`src/rtl/aes_pkg.sv`:
```
// aes_pkg: shared word/block types, framer state encoding and FIPS-197
// reference constants for the AES-128 framing stage and its benches.
package aes_pkg;

    typedef logic [31:0]  word_t;
    typedef logic [127:0] block_t;

    typedef enum logic [1:0] {
        COLLECT,
        SETTLE,
        DRAIN
    } framer_state_t;

    localparam int unsigned WORDS_PER_BLOCK = 4;

    // FIPS-197 Appendix C.1 AES-128 vector
    localparam block_t FIPS_KEY = 128'h000102030405060708090a0b0c0d0e0f;
    localparam block_t FIPS_PT  = 128'h00112233445566778899aabbccddeeff;
    localparam block_t FIPS_CT  = 128'h69c4e0d86a7b0430d8cdb78070b4c55a;

    // LSB position of word idx inside a block; word 0 is the top word,
    // so (3 - idx) * 32 reduces to {~idx, 5'b0} for a 2-bit index.
    function automatic logic [6:0] word_lsb(input logic [1:0] idx);
        return {~idx, 5'd0};
    endfunction

endpackage

```
`src/rtl/aes_block_framer.sv`:
```
// aes_block_framer: gathers four 32-bit plaintext words into a block, holds
// block and key stable on the combinational AES core for SETTLE_CYCLES, then
// streams the captured ciphertext out as four 32-bit words.
// Optional feature macro: AES_FRAMER_BLKCNT_EN adds the blk_count output.
module aes_block_framer
    import aes_pkg::*;
#(
    parameter int unsigned SETTLE_CYCLES = 1
) (
    input  logic         clk,
    input  logic         rst,
    input  logic         abort,
    input  logic         key_wr,
    input  logic [127:0] key_in,
    input  logic         in_valid,
    output logic         in_ready,
    input  logic [31:0]  in_word,
    output logic [127:0] core_in,
    output logic [127:0] core_key,
    input  logic [127:0] core_out,
    output logic         out_valid,
    input  logic         out_ready,
    output logic [31:0]  out_word,
    output logic         busy
`ifdef AES_FRAMER_BLKCNT_EN
    ,
    output logic [31:0]  blk_count
`endif
);

    localparam logic [3:0] SETTLE_LOAD = 4'(SETTLE_CYCLES - 1);
    localparam logic [1:0] LAST_IDX    = 2'(WORDS_PER_BLOCK - 1);

    framer_state_t state;
    logic [1:0]    word_idx;
    logic [3:0]    settle_cnt;
    block_t        block_reg;
    block_t        key_reg;
    block_t        result_reg;

    // Core inputs come straight from registers, so they are glitch-free
    // and constant for the whole settle window.
    assign core_in  = block_reg;
    assign core_key = key_reg;

    // Framer FSM, datapath registers and registered stream outputs
    always_ff @(posedge clk or posedge rst) begin
        if (rst) begin
            state      <= COLLECT;
            word_idx   <= '0;
            settle_cnt <= '0;
            block_reg  <= '0;
            key_reg    <= '0;
            result_reg <= '0;
            in_ready   <= 1'b1;
            out_valid  <= 1'b0;
            out_word   <= '0;
            busy       <= 1'b0;
`ifdef AES_FRAMER_BLKCNT_EN
            blk_count  <= '0;
`endif
        end else begin
            // Key loads are blocked only while the core is settling
            if (key_wr && state != SETTLE) begin
                key_reg <= key_in;
            end

            if (abort) begin
                state      <= COLLECT;
                word_idx   <= '0;
                settle_cnt <= '0;
                in_ready   <= 1'b1;
                out_valid  <= 1'b0;
                out_word   <= '0;
                busy       <= 1'b0;
            end else begin
                case (state)
                    COLLECT: begin
                        if (in_valid) begin
                            block_reg[word_lsb(word_idx) +: 32] <= in_word;
                            if (word_idx == LAST_IDX) begin
                                state      <= SETTLE;
                                settle_cnt <= SETTLE_LOAD;
                                word_idx   <= '0;
                                in_ready   <= 1'b0;
                                busy       <= 1'b1;
                            end else begin
                                word_idx <= word_idx + 2'd1;
                            end
                        end
                    end

                    SETTLE: begin
                        if (settle_cnt == '0) begin
                            result_reg <= core_out;
                            state      <= DRAIN;
                            out_valid  <= 1'b1;
                            out_word   <= core_out[127:96];
                        end else begin
                            settle_cnt <= settle_cnt - 4'd1;
                        end
                    end

                    DRAIN: begin
                        if (out_ready) begin
                            if (word_idx == LAST_IDX) begin
                                state     <= COLLECT;
                                word_idx  <= '0;
                                in_ready  <= 1'b1;
                                out_valid <= 1'b0;
                                out_word  <= '0;
                                busy      <= 1'b0;
`ifdef AES_FRAMER_BLKCNT_EN
                                blk_count <= blk_count + 32'd1;
`endif
                            end else begin
                                // out_word is registered, so preload the next word
                                word_idx <= word_idx + 2'd1;
                                out_word <= result_reg[word_lsb(word_idx + 2'd1) +: 32];
                            end
                        end
                    end

                    default: begin
                        state     <= COLLECT;
                        word_idx  <= '0;
                        in_ready  <= 1'b1;
                        out_valid <= 1'b0;
                        out_word  <= '0;
                        busy      <= 1'b0;
                    end
                endcase
            end
        end
    end

endmodule
```
`config.mk`:
```
export PLATFORM = sky130hd
export DESIGN_NAME = aes_block_framer
export DESIGN_NICKNAME = d
export VERILOG_FILES = /design/src/rtl/aes_pkg.sv /design/src/rtl/aes_block_framer.sv
export SDC_FILE = /design/constraint.sdc
export NUM_CORES = 1
export LEC_CHECK = 0
export ABC_AREA = 1
export CAP_MARGIN = 5
export CELL_PAD_IN_SITES_DETAIL_PLACEMENT = 0
export CELL_PAD_IN_SITES_GLOBAL_PLACEMENT = 1
export CORE_MARGIN = 8
export CORE_UTILIZATION = 29
export CTS_CLUSTER_SIZE = 14
export DETAILED_ROUTE_END_ITERATION = 8
export HOLD_SLACK_MARGIN = 0.05
export PLACE_DENSITY_LB_ADDON = 0.1
export SYNTH_ARGS = -nofsm -noshare
export SYNTH_HDL_FRONTEND = slang
export SYNTH_SLANG_ARGS = --single-unit
export TNS_END_PERCENT = 20
```
`constraint.sdc`:
```
create_clock -name clk -period 25.3 [get_ports clk]
set_clock_uncertainty 0.15 [all_clocks]
set_input_delay 5.06 -clock clk [delete_from_list [all_inputs] [get_ports clk]]
set_output_delay 5.06 -clock clk [all_outputs]
set_load 0.05 [all_outputs]
```
Word level (Yosys, flattened, before mapping)
Cells that the tools add are included.

operators by class
  add/sub/neg operators = 3
  equality and inequality tests = 12
  shift operators = 3
  mux-type cells = 36
  bitwise gates (word level) = 3
  reductions and logical operators = 12

operators with widths
  cell                      count
  $bwmux 128                1
  $mux 32                   4
  $shift 32x9->128 const A  1
  $shiftx 128x8->32         1
  $shiftx 32x9->128         1
  $pmux 32 s3               1
  $mux 2                    10
  $ne 3x3->1 const B        6
  $mux 4                    4
  $pmux 2 s3                2
  $reduce_and 3->1          4
  $mux 1                    10
  $reduce_and 5->1          2
  $neg 7->9                 1
  $pmux 1 s3                3
  $pmux 4 s2                1
  $reduce_and 4->1          2
  $eq 2x2->1 const B        2
  $logic_not 4->1           1
  $ne 2x2->1 const B        2
  $not 2->2                 2
  $sub 4x1->4 const B       1
  $reduce_bool 3->1         1
  $add 2x1->2 const B       1
  5 further kinds           5

word-level totals
  flip-flop bits (word level) = 427
  input port bits = 294
  output and inout port bits = 291
  logic and storage cells = 79

Logic depth before layout (Yosys ltp)
Gate-level depths: netlist (run 1).

  depth after elaboration = 7
  mapped depth = 14
  depth with buffers taken out = 10

Least setup slack after synthesis (run 1)
OpenSTA, ideal clock, no wires.

  path kind = input -> register
  start = input key_wr
  end = register key_reg[10] (netlist: core_key[10])
  library setup time = 0.125 ns
  data arrival time = 5.874 ns
  data required time = 25.025 ns
  path slack = 19.152 ns
  stages on the path = 4
  buffers on the path = 2
  cell sequence = nand2_1 > buf_2 > buf_2 > mux2_2

on the way
  longest elaborated chain between the ends = 1

ends and longest elaborated chain
  item                    RTL line                source
  start: declaration      aes_block_framer.sv:13  input logic key_wr,
  $logic_and 1x1->1       aes_block_framer.sv:64  if (key_wr && state != SETTLE) begin
  end signal: assignment  aes_block_framer.sv:65  key_reg <= key_in;
  end: declaration        aes_block_framer.sv:38  block_t key_reg;

Every way passes these cells.
A chain may end at the register's enable or synchronous reset.

==> results.md, run 1 <==
* Met1 WL at approximately 31 mm
* DR vias/cell at 4.63
* TritonCTS clock tree: built
* Setup ws final at 16950 ps
* Syn_area_per_cell at 9.24 um2
* Number of flops mapped to enable cells by yosys at 0
* Area growth syn-to-layout at 45.0%
* Nets at 2807
* Synth Warn # at 0
* Worst Hold Class: register to register
* Gate Count Post-Synth at 1975
* Wire per inst at 21.6 um
* Clock root buffer: clkbuf_16
* Post-layout instance area at approximately 26000 um2
* Vias in the first global route at 16100
* Crit path cell chain: clkdlybuf4s50_1, inv_8, buf_4, buf_4, buf_4
* Hold Path Cell Cnt at 2
* Max-Cap Viols at 0
* Cell depth of the worst flop-to-flop path at 8
* Post-CTS setup buffers at 0
* Most used DFF post-synth: dfrtp_1
* Synth top cells by count: nand2_1 (880), dfrtp_1 (426), nand3_1 (190)
* Die H at roughly 270 um
* Die Area at between 70000 and 80000 um2
* Met2 routed WL at around 36 mm
* Worst-Margin Slew at 1210 ps
* Cell taking the most area after synthesis: dfrtp_1
* Setup TNS at 0 ps
* R2R Setup Slk at 21030 ps
* RR Endpoint: core_in[82]
* Syn Nets at 2280
* Lkg Pwr at 12.5 nW
* Async set-reset flop share out of synthesis at 100%
* Worst setup path end: core_key[112]
* PwrDens at 137 nW/um2
* H-Tree Depth at 2
* Clk pwr share at between 20% and 30%
* Post-route DRC at 0
* Worst Path Required at 25710 ps
* Worst reg2reg path startpoint: word_idx[0]
* Cts hold-fix bufs at 0
* RSZ-0062 raised after global routing: no
* Die width at 267 um
* Mapped cell area at 18300 um2
* Pins Over Slew Limit at 0
* Fmax at 120 MHz
* Internal power at ~0.0020 W
* Worst-path clk slew at 50 ps
* Comb power frac at 48.6%
* Core area at between 60000 and 70000 um2
* Crit path DAT at 8750 ps
* Post-synth top area share at 58.4%
* Synth cell types at 26
* Net Sw Frac at 45.8%
* CP Launch Point: rst
* Pin count of the biggest net entering global routing at 110
* Vias post-DR at 15700
* Final hold violations at 0
* Seq/Total Area, Yosys at between 50 and 60%
* Core Util, Final at 42.3%
* Yosys reg bits at 427
* Clock Sink Count at 427
* Final Setup Violations at 0
* Layout cells sized above 1 at 9.88%
* Worst path buffer plus inverter count at 5
* Metal3 WL at 4.18 mm
* Final ANT Viol Nets at 0
* Crit path kind: primary input to asynchronous set/reset pin
* Synth area leaders: dfrtp_1 (58%), nand2_1 (18%), mux2_2 (7.9%)
* Number of cell rows at 92
* Share of power burned in registers at 30.4%
* Period utilisation layout at 33.0%
* Net Sw Power at 0.00166 W
* Slowest CP cell: buf_4
* CP most frequent cell: buf_4
* Max incr delay on CP at 900 ps
* Final GP Congestion at between 0.7 and 0.8
* First DRT Iteration DRCs at about 1100
* CP Max Fanout at 109
* CP Launch Type: primary input
* # port buffers at just under 600
* DPL Wire Length at 51.0 mm
* Gr usage total at 19.8%
* Initial Utilization at ~30%
* I/O Pins at between 500 and 600
* Total CTS buffers at 51
* Top sig layer: met4
* Initial antenna violation count at 8
* Max transition margin at 19.6%
* CP endpoint kind: asynchronous set/reset pin
* CTS Buffer Depth at 3
* Grt ovf at 0
* Post-CTS Resized at 0
* Tmin final at 8350 ps
* Place WS at ~16000 ps
* Worst path top cell family by delay: buffers and inverters
* Total wire length at 73.2 mm
* Status: finished, final reports clean
* Maximum vdd drop at between 60 and 70 uV
* First-pass GRT wire length at roughly 110 mm
* CP Depth at 5
* DR pass1 iterations at 5
* DP Area at 24700 um2
* Hold_ws at 310 ps
* Count leader, synth: nand2_1
* Worst skew pair latency at 590 ps
-- final cells by class --
class | instances | area [um2]
Antenna cell | 8 | 20.0
Clock buffer | 78 | 1510
Clock inverter | 13 | 230
Fill cell | 6297 | 36100
Inverter | 26 | 110
Multi-Input combinational cell | 1392 | 6860
Sequential cell | 427 | 10700
Tap cell | 846 | 1060
Timing Repair Buffer | 604 | 6000
-- worst min-delay path by stage --
stage	from	end	slack, ps
floorplan	result_reg[0]	result_reg[0]	290
global placement	result_reg[17]	result_reg[17]	300
detailed placement	in_ready	in_ready	310
CTS	in_ready	in_ready	320
global route	result_reg[40]	result_reg[40]	330
finish	in_ready	in_ready	310
-- kinds of logic (layout without fill, tap and decap cells) --
logic type                 after synthesis  count (layout)  share of synthesized area (%)
adders and majority gates               11              11                          0.754
AOI/OAI and AO/OA                      104             104                           2.88
and+or+nand+nor                       1149            1149                           25.8
other                                    0               8                              0
buffers and inverters                  156             721                           4.13
DFF                                    427             427                           58.5
muxes                                  128             128                           7.89
-- per-stage QoR --
| stage | total power (W) | cells |
|---|---|---|
| 6_report | 0.00363 | 3394 |
| 5_1_grt | 0.00384 | 3389 |
| 4_1_cts | 0.00369 | 3386 |
| 3_5_place_dp | 0.00290 | 3295 |
| 3_3_place_gp | 0.00289 | 3295 |
| 2_1_floorplan | 0.00224 | 1975 |
-- metal layers --
| metal | GRT usage [%] | vias to the layer above |
|---|---|---|
| met2 | 33.4 | 459 |
| li1 | - | 7464 |
| met5 | 0 | - |
| met4 | 5.37 | 0 |
| met1 | 25.3 | 7730 |
| met3 | 4.37 | 75 |
-- worst min-delay path, stage by stage, from the launching register on --
cell	delay, ps
dfstp_2	360
nand2_1	50
nand2_1	40
-- power groups by stage --
stage	Clock, W	Sequential [W]	Combinational, W
floorplan	0	0.00164	0.000599
global placement	0	0.00111	0.00178
detailed placement	0	0.00111	0.00179
CTS	0.000787	0.00110	0.00179
global route	0.000814	0.00114	0.00189
finish	0.000762	0.00110	0.00176
-- cells in the final DEF (no fill, tap or decap), drive strengths merged, types with 8 or more instances in the layout --
cell type | synthesis | layout
inv | 26 | 27
mux2 | 128 | 128
nand2 | 882 | 882
dfrtp | 426 | 426
clkdlybuf4s50 | 0 | 584
nand3 | 190 | 190
nand4 | 44 | 44
diode | 0 | 8
nor2 | 30 | 30
clkbuf | 39 | 78
buf | 91 | 20
ha | 11 | 11
o21ai | 102 | 102
Note: power is estimated with default switching activity, not from simulation.
==> run 2, diff against run 1 <==
==> constraint.sdc (replaced) <==
create_clock -name clk -period 8.7 [get_ports clk]
set_clock_uncertainty 0.15 [all_clocks]
set_input_delay 1.74 -clock clk [delete_from_list [all_inputs] [get_ports clk]]
set_output_delay 1.74 -clock clk [all_outputs]
set_load 0.05 [all_outputs]
==> run 2 against run 1 <==
Against the previous run: worst setup slack lost 13000 ps; clock-buffer cell count grew 6; first-iteration DRC count grew 10%; largest cell class unchanged.
==> results.md, run 2 (same netlist as run 1, synthesis figures left out) <==
* Status: finished, final reports clean
* Final Setup Violations at 0
* H-Tree Depth at 2
* Core Util, Final at 42.1%
* Most frequent cells in the layout: nand2_1 (879), clkdlybuf4s50_1 (584), dfrtp_1 (425)
* Hold EP: result_reg[56]
* Maximum vdd drop at roughly 190 uV
* Net Sw Frac at 46.2%
* Total wire length at 73.0 mm
* Met1 WL at 30.5 mm
* Total CTS buffers at 51
* Hold Startpoint: result_reg[56]
* Hold Path Cell Cnt at 2
* Fmax at 230 MHz
* DPL Wire Length at just over 50 mm
* DR vias/cell at 4.65
* Commonest non-fill, non-tap cell in the layout: nand2_1
* Worst skew pair latency at about 590 ps
* I/O Pins at 585
* Net Sw Power at 0.00482 W
* Setup TNS at 0 ps
* Clk pwr share at 20.0%
* Core area at around 63000 um2
* Met2 routed WL at about 36 mm
* Die H at 267 um
* Max incr delay on CP at 790 ps
* Die width at between 200 and 300 um
* Cell depth of the worst flop-to-flop path at 12
* Tmin final at 4340 ps
* Worst-Margin Slew at between 1000 and 1500 ps
* Cts hold-fix bufs at 0
* Place WS at 3700 ps
* RR Endpoint: settle_cnt[2]
* Crit path cell chain: clkdlybuf4s50_1, nor2_2, inv_2, nor2_4, buf_4, inv_4, buf_4, nand2_1, nand2_1, o21ai_0
* Gr usage total at 19.7%
* Final ANT Viol Nets at 0
* Clock root buffer: clkbuf_16
* CP Depth at 10
* Fill cell count at between 6000 and 7000
* Final GP Congestion at about 0.77
* Top sig layer: met5
* Grt ovf at 0
* Setup ws final at 4360 ps
* Worst reg2reg path startpoint: state[1]
* Crit path kind: primary input to register
* CTS Buffer Depth at 3
* Metal3 WL at 4.37 mm
* Worst path top cell family by delay: buffers and inverters
* CP endpoint kind: register
* Initial Utilization at around 29%
* First DRT Iteration DRCs at 1222
* Vias post-DR at 15800
* Pin count of the biggest net entering global routing at 153
* RSZ-0062 raised after global routing: no
* Worst-path clk slew at 60 ps
* Post-route DRC at 0
* Layout cells sized above 1 at around a tenth
* Area growth syn-to-layout at 44.4%
* Wire per inst at ~22 um
* Crit path DAT at 4660 ps
* Number of cell rows at 92
* Post-layout instance area at 26400 um2
* Seq. cell area at 10700 um2
* Hold_ws at 317 ps
* DR pass1 iterations at 5
* Worst path buffer plus inverter count at 5
* Worst Hold Class: register to register
* Max transition margin at 21.3%
* Pins Over Slew Limit at 0
* CP Launch Type: primary input
* Nets at about 2800
* R2R Setup Slk at 4770 ps
* First-pass GRT wire length at about 110 mm
* Final hold violations at 0
* Post-CTS Resized at 0
* Die Area at 71200 um2
* # port buffers at 584
* Vias in the first global route at 16100
* CP Max Fanout at 86
* Lkg Pwr at roughly 12 nW
* Slowest CP cell: buf_4
* Comb power frac at 49.6%
* DP Area at 24700 um2
* PwrDens at 395 nW/um2
* Multi-input logic area at about 6900 um2
* Internal power at 0.00561 W
* TritonCTS clock tree: built
* Initial antenna violation count at 10
* Post-CTS setup buffers at 0
* Share of power burned in registers at 30.4%
* Period utilisation layout at 49.9%
* Max-Cap Viols at 0
* Worst Path Required at 9020 ps
* Clock Sink Count at roughly 430
==> run 2: cell count changes in the layout (fill, tap and decap cells not counted), sizes merged <==
| cell | change |
|---|---|
| bufinv | -5 |
| clkbuf | +6 |
| clkinv | -3 |
| clkinvlp | +1 |
| inv | -1 |
==> run 2: metal layers <==
| layer | up-vias | global-route usage (%) |
|---|---|---|
| li1 | 7453 | - |
| met4 | 6 | 5.62 |
| met1 | 7707 | 25.2 |
| met3 | 100 | 4.33 |
| met2 | 495 | 33.4 |
| met5 | - | 0 |
==> run 2: cell type report <==
class / count / share of cell area, %
clock buffer: 84 / 5.88
tap: 846 / 4.01
antenna: 8 / 0.0759
multi-input combinational: 1392 / 26.0
timing repair buffer: 604 / 22.8
inverter: 26 / 0.403
sequential: 427 / 40.5
clock inverter: 5 / 0.247
==> run 2: through the flow <==
step,std cells,power (W)
final,3392,0.0104
after global routing,3387,0.0110
after CTS,3384,0.0106
after detailed placement,3295,0.00846
after global placement,3295,0.00841
after floorplan,1975,0.00652
==> run 2: worst min-delay path, stage by stage (launching register included) <==
cell	delay, ps
dfrtp_1	340
nand2_1	50
nand2_1	40
==> run 2: power groups by stage <==
stage	sequential (W)	combinational [W]	clock, W
2_1_floorplan	0.00478	0.00174	0
5_1_grt	0.00327	0.00553	0.00223
3_5_place_dp	0.00320	0.00526	0
4_1_cts	0.00317	0.00527	0.00215
6_report	0.00317	0.00517	0.00208
3_3_place_gp	0.00319	0.00522	0
==> run 2: worst max-delay path by stage <==
| stage | start | endpoint | slack (ps) |
|---|---|---|---|
| floorplan | rst | busy | 1050 |
| global placement | abort | settle_cnt[2] | 3740 |
| detailed placement | abort | settle_cnt[2] | 3700 |
| CTS | abort | settle_cnt[2] | 4350 |
| global route | abort | settle_cnt[2] | 4120 |
| finish | abort | settle_cnt[2] | 4360 |
==> run 3, diff against run 2 <==
==> constraint.sdc (replaced) <==
create_clock -name clk -period 3.6 [get_ports clk]
set_clock_uncertainty 0.15 [all_clocks]
set_input_delay 0.72 -clock clk [delete_from_list [all_inputs] [get_ports clk]]
set_output_delay 0.72 -clock clk [all_outputs]
set_load 0.05 [all_outputs]
==> run 3 against run 2 <==
Against the previous run: sequential share of layout area fell by 0.55 points; critical path depth decreased by 9; combinational power grew 140%; global-route usage grew 0.19 points; register-to-register slack got worse by 3800 ps; hold slack worse by 1.4 ps; first-iteration DRC count is 9.2% lower; critical endpoint is now in_ready.
==> results.md, run 3 (same netlist as run 1, synthesis figures left out) <==
* CTS Buffer Depth at 3
* Pins Over Slew Limit at 0
* Clock root buffer: clkbuf_16
* Max-Cap Viols at 0
* Maximum vdd drop at 665 uV
* Place WS at 715 ps
* Post-route DRC at 0
* Crit path DAT at 2010 ps
* Post-CTS setup buffers at 0
* Layout cells sized above 1 at 11.0%
* Die H at approximately 270 um
* PwrDens at around 950 nW/um2
* I/O Pins at slightly below 600
* DR pass1 iterations at 5
* Tmin final at 2880 ps
* Pin count of the biggest net entering global routing at 130
* Commonest non-fill, non-tap cell in the layout: nand2_1
* First DRT Iteration DRCs at 1110
* Worst skew pair latency at 590 ps
* Hold_ws at 316 ps
* Fill cell count at 6248
* RSZ-0062 raised after global routing: no
* Worst path top cell family by delay: buffers and inverters
* Setup ws final at 722 ps
* Worst-path clk slew at 50 ps
* Clock Sink Count at 427
* Cts hold-fix bufs at 0
* Initial Utilization at roughly 30%
* CP endpoint kind: output pin
* Worst-Margin Slew at 885 ps
* Total wire length at about 73 mm
* Final ANT Viol Nets at 0
* Most frequent cells in the layout: nand2_1 (879), clkdlybuf4s50_1 (584), dfrtp_1 (425)
* Fmax at 347 MHz
* Number of cell rows at 92
* Total CTS buffers at 52
* Final Setup Violations at 0
* Setup TNS at 0 ps
* Die Area at 71200 um2
* Max incr delay on CP at 890 ps
* Period utilisation layout at around 80%
* DPL Wire Length at 51.9 mm
* Post-CTS Resized at 0
* Final hold violations at 0
* Worst path buffer plus inverter count at 1
* TritonCTS clock tree: built
* Core Util, Final at 42.7%
* Final GP Congestion at 0.805
* Status: finished, final reports clean
* Grt ovf at 0
* DR vias/cell at 4.65
* Area growth syn-to-layout at 46.4%
* H-Tree Depth at 2
* Slowest CP cell: clkdlybuf4s50_1
* Crit path cell chain: clkdlybuf4s50_1
* Core area at 62600 um2
* Wire per inst at 21.5 um
* Initial antenna violation count at 11
* Vias in the first global route at 16400
* First-pass GRT wire length at 109 mm
* Worst Path Required at 2730 ps
* CP Max Fanout at 2
* Nets at 2831
* Lkg Pwr at 12.7 nW
* CP Launch Type: register
* # port buffers at 584
* Vias post-DR at approximately 16000
* Gr usage total at 19.9%
* Die width at 267 um
* Max transition margin at 41.0%
* Crit path kind: register to output pin
* Worst Hold Class: register to register
-- run 3: changes by cell type in the layout (fill, tap and decap cells not counted) --
cell	previous run	this run
nor2_2	5	6
clkinv_4	0	1
bufinv_16	1	2
clkbuf_1	19	9
nor2_4	5	4
clkinvlp_4	1	2
clkinv_2	2	11
buf_12	2	13
diode_2	8	5
buf_4	18	30
clkbuf_8	13	14
-- run 3: worst paths after layout --
path	startpoint	end	slack, ps	cells past startpoint
setup reg to reg	word_idx[0]	core_in[57]	940	9
min in group asynchronous	rst	core_in[24]	370	2
setup / recovery	in_ready	in_ready	720	1
max in group asynchronous	rst	result_reg[90]	1990	4
hold / removal	in_ready	in_ready	320	2
hold reg to reg	in_ready	in_ready	320	2
-- run 3: report_power, final --
group / switching (W) / internal (W) / leakage (nW)
combinational: 0.00858 / 0.00402 / 6.38
clock: 0.00212 / 0.00307 / 0.839
sequential: 0.00107 / 0.00665 / 5.43
total: 0.0118 / 0.0137 / 12.7
-- run 3: final cells by class --
cell class | count | area [um2] | share of cell area (%)
clock buffers | 75 | 1530 | 5.71
clock inverters | 17 | 156 | 0.585
multi-input cells | 1392 | 6860 | 25.6
repair buffers | 627 | 6330 | 23.7
flip-flops and latches | 427 | 10700 | 40.0
diodes | 5 | 12.5 | 0.0468
well taps | 846 | 1060 | 3.96
inverters | 26 | 106 | 0.398
-- run 3: stage by stage --
| stage | cell area, um2 | std cells | total power (W) |
|---|---|---|---|
| 6_report | 26700 | 3415 | 0.0255 |
| 5_1_grt | 26700 | 3413 | 0.0270 |
| 4_1_cts | 26700 | 3410 | 0.0259 |
| 3_5_place_dp | 25000 | 3318 | 0.0206 |
| 3_3_place_gp | 25000 | 3318 | 0.0205 |
| 2_1_floorplan | 18300 | 1975 | 0.0158 |
-- run 3: metal layers --
metal / up-vias / routed length [um] / track usage (%)
met4: 14 / 1850 / 6.01
met5: - / 95 / 0
met1: 7782 / 30700 / 25.4
met2: 472 / 36100 / 33.3
li1: 7493 / - / -
met3: 112 / 4620 / 4.69
